`config.mk`:
```
export PLATFORM = sky130hd
export DESIGN_NAME = mouse_packet_receiver
export DESIGN_NICKNAME = d
export VERILOG_FILES = /design/src/rtl/ps2_pkg.sv /design/src/rtl/ps2_byte_receiver.sv /design/src/rtl/mouse_packet_receiver.sv
export SDC_FILE = /design/constraint.sdc
export NUM_CORES = 1
export LEC_CHECK = 0
export CORE_UTILIZATION = 48
export CTS_BUF_LIST = sky130_fd_sc_hd__clkbuf_16
export CTS_CLUSTER_SIZE = 25
export DETAILED_ROUTE_END_ITERATION = 6
export GPL_TIMING_DRIVEN = 0
export PLACE_DENSITY = 0.68
export SKIP_CTS_REPAIR_TIMING = 1
export SLEW_MARGIN = 20
export SYNTH_ARGS = -nofsm -noshare
export SYNTH_HDL_FRONTEND = slang
export SYNTH_SLANG_ARGS = --single-unit
```
`constraint.sdc`:
```
create_clock -name clk -period 3.2 [get_ports clk]
set_input_delay 0.8 -clock clk [delete_from_list [all_inputs] [get_ports clk]]
set_output_delay 0.8 -clock clk [all_outputs]
set_load 0.02 [all_outputs]
```
`src/rtl/ps2_pkg.sv`:
```
// ps2_pkg: shared PS/2 mouse constants, byte0 bit positions, state encodings and clamp helper.
package ps2_pkg;
  localparam int FRAME_LEN = 11;
  localparam int DATA_BITS = FRAME_LEN - 3;
  localparam int B0_L      = 0;
  localparam int B0_R      = 1;
  localparam int B0_M      = 2;
  localparam int B0_SYNC   = 3;
  localparam int B0_XS     = 4;
  localparam int B0_YS     = 5;
  localparam int B0_XO     = 6;
  localparam int B0_YO     = 7;
  typedef enum logic [1:0] {IDLE, DATA, PARITY, STOP} rx_state_e;
  typedef enum logic [1:0] {BYTE0, BYTE1, BYTE2} pkt_state_e;
  function automatic logic [15:0] clamp(input int v, input int max);
    return v < 0 ? 16'd0 : v > max ? 16'(max) : 16'(v);
  endfunction
endpackage

```
`src/rtl/ps2_byte_receiver.sv`:
```
// ps2_byte_receiver: synchronizes raw PS/2 clk/data and frames 11-bit bytes with parity/stop/timeout checks.
// Ports: clk, rst_n (async active-low); mouse_clk, mouse_data (raw, async);
//        data_byte (last good byte), byte_valid (1-cycle pulse), byte_error (1-cycle pulse).
module ps2_byte_receiver
  import ps2_pkg::*;
#(
  parameter int TIMEOUT_CYCLES = 5000
) (
  input  logic       clk,
  input  logic       rst_n,
  input  logic       mouse_clk,
  input  logic       mouse_data,
  output logic [7:0] data_byte,
  output logic       byte_valid,
  output logic       byte_error
);
  localparam int TW = $clog2(TIMEOUT_CYCLES + 1);
  rx_state_e state_q, state_d;
  logic [2:0] clk_sync_q, clk_sync_d;
  logic [1:0] dat_sync_q, dat_sync_d;
  logic [2:0] bit_cnt_q, bit_cnt_d;
  logic [7:0] shift_q, shift_d, byte_q, byte_d;
  logic par_q, par_d, valid_q, valid_d, error_q, error_d;
  logic [TW-1:0] tmo_q, tmo_d;
  logic fall, din, timeout, good;
  // clk_sync_q[2] is the previous synchronized level, used only for edge detection
  assign fall    = clk_sync_q[2] & ~clk_sync_q[1];
  assign din     = dat_sync_q[1];
  assign timeout = state_q != IDLE && tmo_q == TW'(TIMEOUT_CYCLES);
  assign good    = din & ^{shift_q, par_q};
  always_ff @(posedge clk or negedge rst_n) begin
    if (!rst_n) begin
      state_q    <= IDLE;
      clk_sync_q <= '1;
      dat_sync_q <= '1;
      bit_cnt_q  <= '0;
      shift_q    <= '0;
      par_q      <= 1'b0;
      tmo_q      <= '0;
      byte_q     <= '0;
      valid_q    <= 1'b0;
      error_q    <= 1'b0;
    end else begin
      state_q    <= state_d;
      clk_sync_q <= clk_sync_d;
      dat_sync_q <= dat_sync_d;
      bit_cnt_q  <= bit_cnt_d;
      shift_q    <= shift_d;
      par_q      <= par_d;
      tmo_q      <= tmo_d;
      byte_q     <= byte_d;
      valid_q    <= valid_d;
      error_q    <= error_d;
    end
  end
  // a falling edge always wins over a timeout in the same cycle
  always_comb begin
    state_d = state_q;
    if (fall)
      case (state_q)
        IDLE:    state_d = din ? IDLE : DATA;
        DATA:    state_d = bit_cnt_q == 3'(DATA_BITS - 1) ? PARITY : DATA;
        PARITY:  state_d = STOP;
        default: state_d = IDLE;
      endcase
    else if (timeout)
      state_d = IDLE;
  end
  always_comb begin
    clk_sync_d = {clk_sync_q[1:0], mouse_clk};
    dat_sync_d = {dat_sync_q[0], mouse_data};
    tmo_d      = (fall || timeout || state_q == IDLE) ? '0 : tmo_q + TW'(1);
    bit_cnt_d  = state_q == IDLE ? 3'd0 : (fall && state_q == DATA) ? bit_cnt_q + 3'd1 : bit_cnt_q;
    shift_d    = (fall && state_q == DATA) ? {din, shift_q[7:1]} : shift_q;
    par_d      = (fall && state_q == PARITY) ? din : par_q;
    valid_d    = fall && state_q == STOP && good;
    error_d    = (fall && state_q == STOP && !good) || (!fall && timeout);
    byte_d     = valid_d ? shift_q : byte_q;
  end
  assign data_byte  = byte_q;
  assign byte_valid = valid_q;
  assign byte_error = error_q;
endmodule

```
`src/rtl/mouse_packet_receiver.sv`:
```
// mouse_packet_receiver: assembles 3-byte PS/2 mouse packets into clamped cursor position and button state.
// Ports: clk, rst_n (async active-low); mouse_clk, mouse_data (raw PS/2);
//        x, y (cursor), left/middle/right_button, x/y_overflow (last packet levels);
//        data_ready, left_click, right_click, frame_error (1-cycle pulses).
module mouse_packet_receiver
  import ps2_pkg::*;
#(
  parameter int TIMEOUT_CYCLES = 5000,
  parameter int X_MAX          = 639,
  parameter int Y_MAX          = 479
) (
  input  logic        clk,
  input  logic        rst_n,
  input  logic        mouse_clk,
  input  logic        mouse_data,
  output logic [15:0] x,
  output logic [15:0] y,
  output logic        left_button,
  output logic        middle_button,
  output logic        right_button,
  output logic        x_overflow,
  output logic        y_overflow,
  output logic        data_ready,
  output logic        left_click,
  output logic        right_click,
  output logic        frame_error
);
  logic [7:0] rx_byte;
  logic rx_valid, rx_error;
  ps2_byte_receiver #(.TIMEOUT_CYCLES(TIMEOUT_CYCLES)) u_rx (
    .clk        (clk),
    .rst_n      (rst_n),
    .mouse_clk  (mouse_clk),
    .mouse_data (mouse_data),
    .data_byte  (rx_byte),
    .byte_valid (rx_valid),
    .byte_error (rx_error)
  );
  pkt_state_e state_q, state_d;
  logic [7:0] b0_q, b0_d, b1_q, b1_d, b2_q, b2_d;
  logic [15:0] x_q, x_d, y_q, y_d;
  logic pkt_q, pkt_d, fe_q, fe_d, dr_q, dr_d, lc_q, lc_d, rc_q, rc_d;
  logic l_q, l_d, m_q, m_d, r_q, r_d, xo_q, xo_d, yo_q, yo_d;
  logic signed [8:0] dx, dy;
  logic signed [17:0] x_sum, y_sum;
  always_ff @(posedge clk or negedge rst_n) begin
    if (!rst_n) begin
      state_q <= BYTE0;
      b0_q    <= '0;
      b1_q    <= '0;
      b2_q    <= '0;
      pkt_q   <= 1'b0;
      fe_q    <= 1'b0;
      dr_q    <= 1'b0;
      lc_q    <= 1'b0;
      rc_q    <= 1'b0;
      x_q     <= 16'(X_MAX / 2);
      y_q     <= 16'(Y_MAX / 2);
      l_q     <= 1'b0;
      m_q     <= 1'b0;
      r_q     <= 1'b0;
      xo_q    <= 1'b0;
      yo_q    <= 1'b0;
    end else begin
      state_q <= state_d;
      b0_q    <= b0_d;
      b1_q    <= b1_d;
      b2_q    <= b2_d;
      pkt_q   <= pkt_d;
      fe_q    <= fe_d;
      dr_q    <= dr_d;
      lc_q    <= lc_d;
      rc_q    <= rc_d;
      x_q     <= x_d;
      y_q     <= y_d;
      l_q     <= l_d;
      m_q     <= m_d;
      r_q     <= r_d;
      xo_q    <= xo_d;
      yo_q    <= yo_d;
    end
  end
  // byte0 without the sync bit is dropped so the stream can realign
  always_comb begin
    state_d = rx_error ? BYTE0 :
              !rx_valid ? state_q :
              state_q == BYTE0 ? (rx_byte[B0_SYNC] ? BYTE1 : BYTE0) :
              state_q == BYTE1 ? BYTE2 : BYTE0;
  end
  always_comb begin
    fe_d  = rx_error | (rx_valid && state_q == BYTE0 && !rx_byte[B0_SYNC]);
    b0_d  = (rx_valid && state_q == BYTE0) ? rx_byte : b0_q;
    b1_d  = (rx_valid && state_q == BYTE1) ? rx_byte : b1_q;
    b2_d  = (rx_valid && state_q == BYTE2) ? rx_byte : b2_q;
    pkt_d = rx_valid && state_q == BYTE2 && b0_q[B0_SYNC];
    dx    = {b0_q[B0_XS], b1_q};
    dy    = {b0_q[B0_YS], b2_q};
    x_sum = $signed({2'b00, x_q}) + 18'(dx);
    y_sum = $signed({2'b00, y_q}) - 18'(dy);
    x_d   = (pkt_q && !b0_q[B0_XO]) ? clamp(int'(x_sum), X_MAX) : x_q;
    y_d   = (pkt_q && !b0_q[B0_YO]) ? clamp(int'(y_sum), Y_MAX) : y_q;
    l_d   = pkt_q ? b0_q[B0_L] : l_q;
    m_d   = pkt_q ? b0_q[B0_M] : m_q;
    r_d   = pkt_q ? b0_q[B0_R] : r_q;
    xo_d  = pkt_q ? b0_q[B0_XO] : xo_q;
    yo_d  = pkt_q ? b0_q[B0_YO] : yo_q;
    dr_d  = pkt_q;
    lc_d  = pkt_q && b0_q[B0_L] && !l_q;
    rc_d  = pkt_q && b0_q[B0_R] && !r_q;
  end
  assign x             = x_q;
  assign y             = y_q;
  assign left_button   = l_q;
  assign middle_button = m_q;
  assign right_button  = r_q;
  assign x_overflow    = xo_q;
  assign y_overflow    = yo_q;
  assign data_ready    = dr_q;
  assign left_click    = lc_q;
  assign right_click   = rc_q;
  assign frame_error   = fe_q;
endmodule
```
==> impl_metrics.yaml, run 1 <==
detailed_routing:
  avgRoutedWirePerCell_um: 15.3
  drt_iter0_drc: 221
  vias: 4511
  antenna_left: 0
  viasPerCell: 5.48
  wirelength_mm: 12.6
  first_pass_iters: 4
  drc: 0
sta:
  fmax_mhz: 324
  layout_min_cycle_time_ns: 3.08
  holdWs_ns: 0.313
  finalSetupViolCount: 0
  slew_violations: 0
  clock_skew_ns: 0.00922
  setup_slack_ns: 0.116
  finalCritPeriodShare_pct: 96.4
  slew_headroom_pct: 50.6
  worstMarginPinSlew_ns: 0.739
  hold_viol: 0
synth:
  synthFlopType: "dfrtp_1"
  yosys.area_share.adder_pct: 8.40
  yosysMostFrequentCell: "dfrtp_1"
  yosysSeqAreaShare_pct: 45.3
  synth-async-reset-ratio_pct: 100
  synth.distinct_cells: 70
  yosys_warnings: 0
  yosysTopAreaCellShare_pct: 37.1
  synth_area_per_cell_um2: 10.5
  postSynthNetCount: 630
  synth_seq_cells: 110
  syn_inst: 586
  synth_top_family_by_area: "compound AO/OA/AOI/OAI gates"
  synth_top_cells_by_area: "dfrtp_1, dfstp_2, ha_1, mux2_2, xnor2_1"
  synthXorXnorAreaFrac_pct: 5.14
  yosysTopAreaCell: "dfrtp_1"
  synth_common_cells: "dfrtp_1, nand2_1, nor2_1"
  synthSimpleGateAreaFrac_pct: 13.1
  synth-edff-count: 0
  syn-cell-area_um2: 6130
  synth_compound_area_share_pct: 17.1
  synthMuxAreaShare_pct: 8.00
critical_path:
  ff2ff_setup_slack_ns: 0.12
  rr_endpoint: "x[8]"
  crit_required_ns: 3.47
  crit_start: "x[0]"
  r2r_start: "x[0]"
  cp_max_fo: 8
  worst-setup-path-type: "flop to flop"
  critPathLaunchType: "flop"
  reg2regPathDepth: 11
  worstSetupEndpointType: "flop"
  cp.arrival_ns: 3.36
floorplanning:
  initial_core_util_pct: 50.2
  fp.dieArea_um2: 13200
  die_width_um: 115
  row_count: 40
  ios: 45
  coreArea_um2: 12200
  die_h_um: 115
power:
  power.share.sequential_pct: 51.6
  p_leak_uw: 0.00328
  vdd_drop_max_v: 0.000330
  intPower_uw: 2190
  clock_power_share_pct: 39.0
  p_switching_uw: 711
  power_frac_comb_pct: 9.4
  powerDensity_nw_per_um2: 399
  swShare_pct: 24.5
clock_tree:
  htreeDepth: 3
  clock_latency_ns: 0.36
  numCtsBuffers: 9
  clkTransAtPathRegs_ns: 0.08
  cts_root_buf: "clkbuf_16"
  cts_sinks: 110
  cts_tree: "built"
  clockBufferDepth: 2
placed_design:
  gp_congestion: 0.906
  hpwlAfterDp_mm: 9.23
  place_inst: 799
  pre_cts_ws_ns: -0.136
  portBuffers: 44
global_route:
  grt_pass1_wl_mm: 21.3
  grt_antenna_before_repair: 0
  grt_max_degree: 82
  grt_usage_pct: 20.5
  grt_overflow_total: 0
  first_global_vias: 4483
status:
  status: "completed"
finish:
  num-fill-cells: 1072
  finalNetCount: 694
  diodes: 0
  post-route-util_pct: 59.6
  instances_no_fill: 823
  drive_gt1_share_pct: 17.3
  syn_to_final_growth_pct: 18.6
hold_path:
  min_path_type: "input port to async pin"
run:
  maxCapViolCount: 0
[flip-flops by register name, summed over array words and instances (netlist names), 2 cells and up]
signal / count
u_rx.state_q: 2
u_rx.tmo_q: 13
u_rx.shift_q: 8
b2_q: 8
b0_q: 8
x: 16
u_rx.dat_sync_q: 2
u_rx.data_byte: 8
y: 16
state_q: 2
u_rx.bit_cnt_q: 3
b1_q: 8
u_rx.clk_sync_q: 3
[placed cells by master (no fill, tap or decap), types with 4 or more instances in the layout]
cell type,synthesis,final
a21o_1,8,8
a21oi_1,29,28
a22o_1,5,5
a22oi_1,8,8
a2bb2oi_1,6,6
a31oi_1,4,4
and2_1,14,14
buf_4,1,9
clkbuf_1,9,8
clkbuf_16,0,9
clkdlybuf4s50_1,0,43
dfrtp_1,91,90
dfstp_2,19,19
ha_1,38,38
inv_1,37,37
mux2_2,40,40
nand2_1,46,46
nand2b_1,13,12
nand3_1,9,9
nor2_1,42,42
nor2b_1,6,5
nor3_1,10,10
o211ai_1,4,4
o21a_1,7,7
o21ai_0,34,34
o31ai_1,5,4
xnor2_1,22,21
xor2_1,14,14
[power groups by stage]
| stage | sequential, uW | clock [uW] | combinational (uW) |
|---|---|---|---|
| 2_1_floorplan | 1510 | 0 | 206 |
| 3_3_place_gp | 1520 | 0 | 268 |
| 3_5_place_dp | 1530 | 0 | 275 |
| 4_1_cts | 1500 | 1170 | 279 |
| 5_1_grt | 1510 | 1220 | 309 |
| 6_report | 1500 | 1130 | 274 |
[worst max-delay path, stage by stage (launching register included)]
cell,delay [ns]
dfstp_2,0.54
ha_1,0.16
inv_1,0.06
fa_2,0.36
nor2b_2,0.13
o31a_1,0.25
nor3_1,0.10
or3_1,0.38
a311o_1,0.37
mux2i_4,0.27
nand2_4,0.14
o31ai_4,0.24
[final cells by class]
cell class | count | area (um2) | area share, %
Inverter | 37 | 143 | 1.96
Timing Repair Buffer | 54 | 541 | 7.43
Tap cell | 168 | 210 | 2.89
Buffer | 10 | 41.3 | 0.567
Clock inverter | 7 | 72.6 | 0.997
Multi-Input combinational cell | 428 | 3270 | 44.9
Clock buffer | 9 | 225 | 3.09
Sequential cell | 110 | 2780 | 38.2
[metal layers]
layer | part of all wire [%] | wire length [um] | track usage (%)
met1 | 47 | 5870 | 26.7
met2 | 49 | 6150 | 33.7
met3 | 3.3 | 419 | 5.11
met4 | 1.4 | 172 | 6.23
met5 | 0 | 0 | 0
[logic make-up after synthesis]
group           Yosys count
simple gates            161
compound gates          147
flops                   110
buf+inv                  48
mux                      44
fa+ha+maj                40
xor+xnor                 36
[worst max-delay path by stage]
stage | endpoint | slack (ns)
global placement | u_rx.tmo_q[5] | -2.76
finish | x[8] | 0.12
CTS | x[9] | -0.17
floorplan | x[8] | 0.26
detailed placement | x[9] | -0.14
global route | x[8] | -0.04
[metrics by stage]
stage | power [uW] | setup TNS, ns | instance area, um2
floorplan | 1720 | 0 | 6130
global placement | 1790 | -277.78 | 6790
detailed placement | 1800 | -0.989 | 6810
CTS | 2950 | -1.46 | 7110
global route | 3040 | -0.0552 | 7280
finish | 2910 | 0 | 7280
No activity file was read; power rests on OpenSTA's default activity.
==> run 2: changes to the inputs <==
--- a/config.mk
+++ b/config.mk
@@ -10,7 +10,7 @@
 export CTS_CLUSTER_SIZE = 25
 export DETAILED_ROUTE_END_ITERATION = 6
 export GPL_TIMING_DRIVEN = 0
-export PLACE_DENSITY = 0.68
+export PLACE_DENSITY = 0.71
 export SKIP_CTS_REPAIR_TIMING = 1
 export SLEW_MARGIN = 20
 export SYNTH_ARGS = -nofsm -noshare
==> constraint.sdc (replaced) <==
create_clock -name clk -period 2.54 [get_ports clk]
set_input_delay 0.635 -clock clk [delete_from_list [all_inputs] [get_ports clk]]
set_output_delay 0.635 -clock clk [all_outputs]
set_load 0.02 [all_outputs]
==> run 2 against run 1 <==
Against the previous run: the flow now finishes with violations (negative setup slack); non-clock buffer count grew 2; power grew 24%; clock skew shrank 0.0030 ns; first-iteration DRC count grew 20%; final area grew 0.95%; core utilization grew 0.56 points; sequential power grew 26%; combinational power grew 27%; register-to-register slack lost 0.63 ns; global-route usage shrank 0.11 points; clock-buffer cell count is the same; flip-flop and latch count is the same; highest routed layer unchanged.
==> impl_metrics.yaml, run 2 (synthesized netlist as in run 1, its figures left out) <==
global_route:
  first_global_vias: 4296
  grt_overflow_total: 0
  grt_antenna_before_repair: 0
  grt_max_degree: 70
  grt_usage_pct: 20.4
  grt_pass1_wl_mm: 21.0
finish:
  drive_gt1_share_pct: 19.9
  diodes: 0
  final_common_cell: "dfrtp_1"
  finalNetCount: 696
  final_cell_mix: "dfrtp_1, nand2_1, clkdlybuf4s50_1"
  num-fill-cells: 1043
  syn_to_final_growth_pct: 19.7
detailed_routing:
  drt_iter0_drc: 266
  antenna_left: 0
  drc: 0
  vias: 4539
  wirelength_mm: 12.7
  viasPerCell: 5.50
  avgRoutedWirePerCell_um: 15.4
  first_pass_iters: 4
critical_path:
  crit_start: "x[0]"
  cp.arrival_ns: 3.34
  reg2regPathDepth: 12
  worst-setup-path-type: "flop to flop"
  ff2ff_setup_slack_ns: -0.51
  worstSetupEndpointType: "flop"
  r2r_start: "x[0]"
  critPathLaunchType: "flop"
  crit_required_ns: 2.83
  rr_endpoint: "x[0]"
  cp_max_fo: 5
sta:
  holdWs_ns: 0.195
  clock_skew_ns: 0.00622
  worstMarginPinSlew_ns: 0.711
  fmax_mhz: 328
  slew_violations: 0
  finalCritPeriodShare_pct: 120
  layout_min_cycle_time_ns: 3.05
  finalSetupViolCount: 19
  setup_slack_ns: -0.513
  rsz0062_at_grt: "yes"
  slew_headroom_pct: 52.5
  hold_viol: 0
floorplanning:
  die_width_um: 115
  ios: 45
  initial_core_util_pct: 50.2
  row_count: 40
  die_h_um: 115
  coreArea_um2: 12200
  fp.dieArea_um2: 13200
power:
  power.share.sequential_pct: 52.3
  power_frac_comb_pct: 9.6
  swShare_pct: 26.0
  p_total_uw: 3610
  clock_power_share_pct: 38.1
  intPower_uw: 2670
  p_switching_uw: 939
  powerDensity_nw_per_um2: 492
  vdd_drop_max_v: 0.000310
  p_leak_uw: 0.00327
placed_design:
  hpwlAfterDp_mm: 8.94
  gp_congestion: 0.853
  portBuffers: 44
clock_tree:
  cts_sinks: 110
  htreeDepth: 3
  clkTransAtPathRegs_ns: 0.08
  clockBufferDepth: 2
  clock_latency_ns: 0.36
  cts_root_buf: "clkbuf_16"
  cts_tree: "built"
  numCtsBuffers: 9
run:
  maxCapViolCount: 0
hold_path:
  min_path_type: "input port to async pin"
status:
  status: "finished, violations left"
  violations: "negative setup slack"
run 2: changes by cell type in the layout (fill, tap and decap cells not counted), sizes merged:
cell,before,now
clkinvlp,1,3
bufinv,1,0
clkinv,2,1
buf,13,15
run 2: per-layer routing:
metal	vias up	share of wire, %	global-route usage (%)
met5	-	0	0
met3	18	2.8	3.11
li1	2221	-	-
met4	0	1.7	8.23
met2	68	46	31.3
met1	2232	49	28.9
run 2: through the flow:
| stage | instances | instance area [um2] | setup WS (ns) | util [%] | setup TNS [ns] |
|---|---|---|---|---|---|
| 6_report | 825 | 7350 | -0.513 | 60.2 | -7.27 |
| 5_1_grt | 825 | 7350 | -0.623 | 60.2 | -9.88 |
| 4_1_cts | 815 | 7160 | -0.784 | 58.6 | -11.36 |
| 3_5_place_dp | 799 | 6880 | -0.776 | 56.3 | -11.39 |
| 3_3_place_gp | 798 | 6850 | -3.23 | 56.1 | -340.49 |
| 2_1_floorplan | 586 | 6200 | -0.347 | - | -3.77 |
run 2: worst max-delay path, cell delays in order, from the launching register on:
cell and delay (ns):
dfstp_2 0.56, ha_4 0.13, inv_2 0.03, fa_2 0.34, nor2b_2 0.14, o31a_1 0.24
nor3_2 0.09, or3_4 0.35, a311o_1 0.35, mux2i_2 0.30, nand2_2 0.15, buf_12 0.17
a2bb2oi_1 0.14
run 2: cell type report:
type,count,area [um2],share of cell area [%]
clock inverters,7,57.6,0.784
clock buffers,9,225,3.07
flip-flops and latches,110,2780,37.8
well taps,168,210,2.86
plain buffers,10,41.3,0.562
multi-input cells,428,3330,45.3
inverters,37,139,1.89
repair buffers,56,568,7.73
run 2: worst max path at each step:
stage / depth (start not counted) / endpoint
2_1_floorplan: 11 / x[8]
5_1_grt: 12 / x[0]
3_3_place_gp: 1 / u_rx.tmo_q[9]
4_1_cts: 9 / x[8]
6_report: 12 / x[0]
3_5_place_dp: 9 / x[8]
run 2: power groups by stage:
| stage | Sequential [uW] | Clock (uW) | Combinational [uW] |
|---|---|---|---|
| floorplan | 1900 | 0 | 259 |
| global placement | 1920 | 0 | 331 |
| detailed placement | 1920 | 0 | 351 |
| CTS | 1890 | 1410 | 355 |
| global route | 1900 | 1480 | 386 |
| finish | 1890 | 1380 | 347 |
